## src/rtl/dm_load_ext_pkg.sv

```systemverilog
// rtl/dm_load_ext_pkg.sv - shared load opcodes and load-kind type for the MEM stage
//
// Purpose : MIPS load opcode constants, the load-kind enum used between the
//           opcode decoder and the byte/halfword selector, and the decoder
//           function itself.
// Contents: OP_LW, OP_LB, OP_LBU, OP_LH, OP_LHU, load_kind_e, decode_load_kind()

package dm_load_ext_pkg;

  localparam logic [5:0] OP_LW  = 6'b100011;
  localparam logic [5:0] OP_LB  = 6'b100000;
  localparam logic [5:0] OP_LBU = 6'b100100;
  localparam logic [5:0] OP_LH  = 6'b100001;
  localparam logic [5:0] OP_LHU = 6'b100101;

  typedef enum logic [2:0] {
    LD_NONE = 3'd0,
    LD_W    = 3'd1,
    LD_B    = 3'd2,
    LD_BU   = 3'd3,
    LD_H    = 3'd4,
    LD_HU   = 3'd5
  } load_kind_e;

  // Anything that is not one of the five loads passes the memory word through.
  function automatic load_kind_e decode_load_kind(input logic [5:0] opcode);
    load_kind_e kind;
    case (opcode)
      OP_LW:   kind = LD_W;
      OP_LB:   kind = LD_B;
      OP_LBU:  kind = LD_BU;
      OP_LH:   kind = LD_H;
      OP_LHU:  kind = LD_HU;
      default: kind = LD_NONE;
    endcase
    return kind;
  endfunction

endpackage

```

## src/rtl/dm_load_sel.sv

```systemverilog
// rtl/dm_load_sel.sv - combinational byte/halfword select and extend for loads
//
// Purpose : Picks the addressed byte or halfword out of a little-endian memory
//           word, sign- or zero-extends it, and flags misaligned word/halfword
//           accesses.
// Ports   : i_kind        load kind decoded from the opcode
//           i_rd_data     raw 32-bit word from data memory
//           i_addr        low two byte-address bits
//           o_ext_data    extended load data
//           o_misaligned  1 for lw with addr!=0 or lh/lhu with addr[0]=1

module dm_load_sel
  import dm_load_ext_pkg::*;
(
  input  load_kind_e  i_kind,
  input  logic [31:0] i_rd_data,
  input  logic [1:0]  i_addr,
  output logic [31:0] o_ext_data,
  output logic        o_misaligned
);

  logic [7:0]  w_byte;
  logic [15:0] w_half;

  // Little-endian: byte k lives at bits [8k+7:8k]; halfword chosen by addr[1]
  // alone, so a misaligned halfword still returns the enclosing aligned half.
  assign w_byte = i_rd_data[{i_addr, 3'b000} +: 8];
  assign w_half = i_addr[1] ? i_rd_data[31:16] : i_rd_data[15:0];

  always_comb begin
    o_ext_data   = i_rd_data;
    o_misaligned = 1'b0;
    case (i_kind)
      LD_W: begin
        o_ext_data   = i_rd_data;
        o_misaligned = |i_addr;
      end
      LD_B:  o_ext_data = {{24{w_byte[7]}}, w_byte};
      LD_BU: o_ext_data = {24'h000000, w_byte};
      LD_H: begin
        o_ext_data   = {{16{w_half[15]}}, w_half};
        o_misaligned = i_addr[0];
      end
      LD_HU: begin
        o_ext_data   = {16'h0000, w_half};
        o_misaligned = i_addr[0];
      end
      default: begin
        o_ext_data   = i_rd_data;
        o_misaligned = 1'b0;
      end
    endcase
  end

endmodule

```

## src/rtl/dm_load_ext.sv

```systemverilog
// rtl/dm_load_ext.sv - registered load-data extension unit for the MEM stage
//
// Purpose : Decodes the MEM-stage opcode into a load kind, extends the raw
//           memory word accordingly and registers the result (1-cycle
//           latency) together with a misaligned-load flag.
// Ports   : clk              rising-edge clock
//           reset            asynchronous active-low reset
//           IR_M             instruction in MEM, opcode in [31:26]
//           DM_RD_in         raw word read from data memory
//           MemAddr          byte address of the access, only [1:0] used
//           DM_RD_out        registered extended load data
//           load_misaligned  registered misaligned-load flag

module dm_load_ext
  import dm_load_ext_pkg::*;
(
  input  logic        clk,
  input  logic        reset,
  input  logic [31:0] IR_M,
  input  logic [31:0] DM_RD_in,
  input  logic [31:0] MemAddr,
  output logic [31:0] DM_RD_out,
  output logic        load_misaligned
);

  load_kind_e  w_kind;
  logic [31:0] w_ext_data;
  logic        w_misaligned;
  logic [31:0] r_data;
  logic        r_misaligned;

  // Instruction operand fields and upper address bits play no part here.
  logic        w_unused_bits;
  assign w_unused_bits = ^{IR_M[25:0], MemAddr[31:2]};

  assign w_kind = decode_load_kind(IR_M[31:26]);

  dm_load_sel u_sel (
    .i_kind       (w_kind),
    .i_rd_data    (DM_RD_in),
    .i_addr       (MemAddr[1:0]),
    .o_ext_data   (w_ext_data),
    .o_misaligned (w_misaligned)
  );

  always_ff @(posedge clk or negedge reset) begin
    if (!reset) begin
      r_data       <= 32'h0000_0000;
      r_misaligned <= 1'b0;
    end else begin
      r_data       <= w_ext_data;
      r_misaligned <= w_misaligned;
    end
  end

  assign DM_RD_out       = r_data;
  assign load_misaligned = r_misaligned;

endmodule

```

## config.mk

```make
export PLATFORM = sky130hd
export DESIGN_NAME = dm_load_ext
export DESIGN_NICKNAME = d
export VERILOG_FILES = /design/src/rtl/dm_load_ext_pkg.sv /design/src/rtl/dm_load_sel.sv /design/src/rtl/dm_load_ext.sv
export SDC_FILE = /design/constraint.sdc
export NUM_CORES = 1
export LEC_CHECK = 0
export ABC_AREA = 1
export ABC_CLOCK_PERIOD_IN_PS = 800
export CORE_MARGIN = 5
export CORE_UTILIZATION = 30
export DETAILED_ROUTE_END_ITERATION = 10
export GPL_ROUTABILITY_DRIVEN = 0
export PLACE_DENSITY_LB_ADDON = 0.1
export RECOVER_POWER = 100
export SLEW_MARGIN = 10
export SYNTH_ARGS = -nofsm -noshare
export SYNTH_HDL_FRONTEND = slang
export SYNTH_HIERARCHICAL = 1
export SYNTH_SLANG_ARGS = --single-unit
```

## constraint.sdc

```tcl
create_clock -name clk -period 0.8 [get_ports clk]
set_input_delay 0.24 -clock clk [delete_from_list [all_inputs] [get_ports clk]]
set_output_delay 0.24 -clock clk [all_outputs]
set_load 0.02 [all_outputs]
```

Word level (Yosys, flattened, before mapping)
Index checks and enable logic that the tools add are counted.
Word-level totals
  word-level logic and storage cells: 19
  bits of input ports: 98
  flip-flop bits (word level): 33
  output and inout port bits: 33
Cells by class
  shift operators: 1
  reductions and logical operators: 2
  eq/ne operators: 10
  muxes and demuxes: 4
Operator list (number)
  32-bit case mux with 4 select lines: 1
  32-bit by 6-bit indexed part select with 8-bit output: 1
  6-bit == test, second input constant: 5
  16-bit two-way mux: 1
  3-bit case mux with 5 select lines: 1
  3-bit by 2-bit == test with 1-bit output, second input constant: 2
  3-bit == test, second input constant: 2
  2-bit OR reduction: 2
  3-bit by 1-bit == test with 1-bit output, second input constant: 1
  1-bit case mux with 2 select lines: 1

Depth between registers and ports, before layout
  word-level depth: 5
  gate-level depth with buffers: 12
  gate-level depth less buffers: 11

Cells and area by module
The synthesis kept the hierarchy.
Modules (own cells, without submodules)
  dm_load_ext: area each 894.6 um^2, cells each 50, seq. area each 825.8 um^2, times used 1
  dm_load_sel: area each 777.0 um^2, cells each 184, seq. area each 0.0 um^2, times used 1

Worst setup path after synthesis
Ideal clock, no wire load.
  kind: input-to-reg
  start point: in IR_M[31]
  end point: reg r_data[15] (netlist: DM_RD_out[15])
  buffers on the path: 2
  setup time: 0.123 ns
  data arrival time: 1.651 ns
  data required time: 0.677 ns
  cell stages on the path: 11
  setup slack: -0.974 ns
  cell sequence: inv_1 -> nor2_1 -> nand2_1 -> nor2_1 -> inv_1 -> ha_1 -> buf_2 -> clkinv_1 -> clkbuf_1 -> nor2_1 -> a21oi_1
Between the ends
  word-level cells in the longest chain between the ends: 4
  elaborated cells between the ends (all ways): 11
  classes of those cells: eq/ne: 9; mux: 2
RTL lines
  start, declared: RTL line dm_load_ext.sv:19  | input logic [31:0] IR_M,
  6-bit == test: RTL line dm_load_ext_pkg.sv:28  | case (opcode)
  3-bit case mux with 5 select lines (*): RTL line dm_load_ext_pkg.sv:28
  named net w_kind[1]: RTL line dm_load_ext.sv:26  | load_kind_e w_kind;
  3-bit == test or 3-bit by 2-bit == test with 1-bit output (tied branches): RTL line dm_load_sel.sv:33  | case (i_kind)
  32-bit case mux with 4 select lines (*): RTL line dm_load_sel.sv:33
  named net w_ext_data[15]: RTL line dm_load_ext.sv:27  | logic [31:0] w_ext_data;
  end signal, assigned: RTL line dm_load_ext.sv:51  | r_data <= w_ext_data;
  end, declared: RTL line dm_load_ext.sv:29  | logic [31:0] r_data;
Mark *: on every way through the listed nets, which the timed path passes. The rest lies on a longest branch.

Worst setup path in the final report
  start point: in IR_M[27]
  end point: reg r_data[23] (netlist: DM_RD_out[23])
Same word-level chain as after synthesis.

==> metrics.cfg <==
[run_status]
outcome = finished, violations left
violations = setup timing

[floorplan]
die_h_um = 84.6
die_w_um = 84.6
die-area_um2 = 7160
ios = 131
start_util = 0.305
coreArea_um2 = 5470
num_rows = 27

[placed_design]
place_area_um2 = 2700
port_buffers = 74
dp_slack_ps = -1390
hpwlAfterDp_mm = 3.68

[drt]
routed_via_density = 4.32
drc = 0
wl_met1_mm = 2.02
via_count = 1738
drt_wl_total_mm = 4.96
drtAntennaViolNets = 0
routed.top_layer = met4
wl_met3_um = 315
firstDrtPassIters = 4
dr_wl_met2_mm = 2.55
wire_per_inst_um = 12.3
drtIter0Drc = 73

[sta]
setup-violations-final = 66
maxSlewHeadroom = 0.727
final_hold_viol_count = 0
fmax_ghz = 0.776
layout_setup_ws_ps = -489
rsz0062_at_grt = true
timing.final.crit_share = 1.61
min_period_ps = 1290
fin_worst_hold_slack_ps = 350
slew_viol_final = 0
worst_slew_pin_slew_ps = 410

[cells_and_area]
num-fill-cells = 520
num_antenna_cells = 0
nets = 428
design_area_um2 = 3060
areaGrowthSynthToFinish_pct = 83.1
layout-drive-gt1-share = 0.364

[clock_network]
numCtsBuffers = 5
cts_root_buf = clkbuf_8
clkSlewWorstSetupHoldPaths_ps = 70
cts_tree = built
htree_levels = 2
clock-sinks = 33
clockBufferDepth = 2

[setup_path]
worst-path-buf-inv = 4
critPathMaxFanout = 8
crit_path_top_delay_cell = ha_4
cp.required_ps = 970
start_kind = input port
critPathKind = input port to flop
cp-end-kind = flop
path_cells = buf_6, or2_4, nor2_4, inv_4, ha_4, clkinv_8, buf_12, nand2_8, nand2_2
arrival_ps = 1460
slowest_delay_ps = 320
critPathTopFamily = simple AND/OR/NAND/NOR gates

[logic_synthesis]
syn_nets = 333
yosys_warnings = 6
ys_seq_area_frac = 0.494
yosysTopAreaCellShare = 0.494
synthesis.instances = 234
ys_seq_elements = 33
synthesis.area_um2 = 1670
syn_avg_cell_area_um2 = 7.14
synth_cell_type_count = 18
yosys-top-cells-area = dfrtp_1, nand2_1, nor2_1
yosys.area.top_type = dfrtp_1

[global_routing]
grt_pass1_wl_mm = 8.35
first_global_vias = 1798
grt_util_all_layers = 0.148
antenna_found_initial = 0
grt_max_degree = 34
grt_overflow = 0

[worst_hold_path]
hp-class = input port to asynchronous set/reset pin

[power_and_ir_drop]
p_per_area_nw_per_um2 = 1480
peakVddDrop_mv = 0.668
power.leakage_nw = 1.57

[run]
cap_violations = 0

## cells by family after synthesis
| kind of cell | Yosys count | synth area share |
|---|---|---|
| AND/OR/NAND/NOR | 132 | 0.311 |
| buffers and inverters | 39 | 0.0958 |
| flip-flops | 33 | 0.494 |
| AO/OA/AOI/OAI | 29 | 0.0913 |
| adder cells (fa/ha/maj) | 1 | 0.00748 |
## layout make-up
type | count | area [µm²] | share of cell area
Clock buffer | 7 | 86.3 | 0.0282
Clock inverter | 1 | 30.0 | 0.00981
Inverter | 30 | 128 | 0.0417
Multi-Input combinational cell | 163 | 891 | 0.291
Sequential cell | 33 | 826 | 0.270
Tap cell | 72 | 90.1 | 0.0294
Timing Repair Buffer | 96 | 1010 | 0.330
## synth_stat cells, drive strengths merged
cell	number
nand2	97
dfrtp	33
nor2	30
inv	29
o21ai	17
a21oi	11
buf	6
nand3	4
clkbuf	3
clkinv	1
ha	1
o2111ai	1
or2	1
## cells in the final DEF (no fill, tap or decap), types with 2 or more instances in the layout
master,count
buf_12,4
nor2_4,5
buf_6,39
clkdlybuf4s50_1,31
o21ai_1,4
nor2_2,5
nand2_1,67
clkbuf_8,6
o21ai_2,2
nand2_8,3
nor2_1,20
a21oi_1,11
dlygate4sd2_1,4
inv_1,23
o21ai_0,10
nand2_2,24
nand3_1,4
nand2_4,4
buf_4,15
inv_2,5
dfrtp_1,33
## layer usage
layer  up-vias  global-route usage
li1        897                   -
met1       787               0.168
met2        48               0.263
met3         6              0.0412
met4         0              0.0547
met5         -                   0
## state kept, by name (all words and copies together), names as in the netlist
signal / flops
DM_RD_out: 32
load_misaligned: 1
## stage by stage
step / instances / setup TNS, ps / utilization / power [mW]
6_report: 402 / -22280 / 0.559 / 4.54
2_1_floorplan: 234 / -21280 / - / 2.24
3_3_place_gp: 392 / -54260 / 0.493 / 2.85
4_1_cts: 401 / -22200 / 0.550 / 4.58
5_1_grt: 402 / -24630 / 0.559 / 4.79
3_5_place_dp: 392 / -55180 / 0.493 / 2.85
## where the power goes
group / switching (mW) / internal [mW]
combinational: 0.520 / 0.573
clock: 0.600 / 1.01
sequential: 0.0538 / 1.78
## what timing repair did
item	in CTS	in global routing
setup buffers	0	1
setup endpoints to repair	66	66
cloned	1	0
pin swaps	18	16
resized for setup	269	22
hold buffers	0	0
## worst paths after layout
check	start	slack [ps]	end	cells after the start
setup / recovery	IR_M[27]	-490	DM_RD_out[23]$_DFF_PN0_	9
hold / removal	reset	350	DM_RD_out[7]$_DFF_PN0_	2
max in group asynchronous	reset	160	DM_RD_out[31]$_DFF_PN0_	2
min in group clk	DM_RD_in[31]	360	DM_RD_out[31]$_DFF_PN0_	4
(Power assumes the default switching activity.)
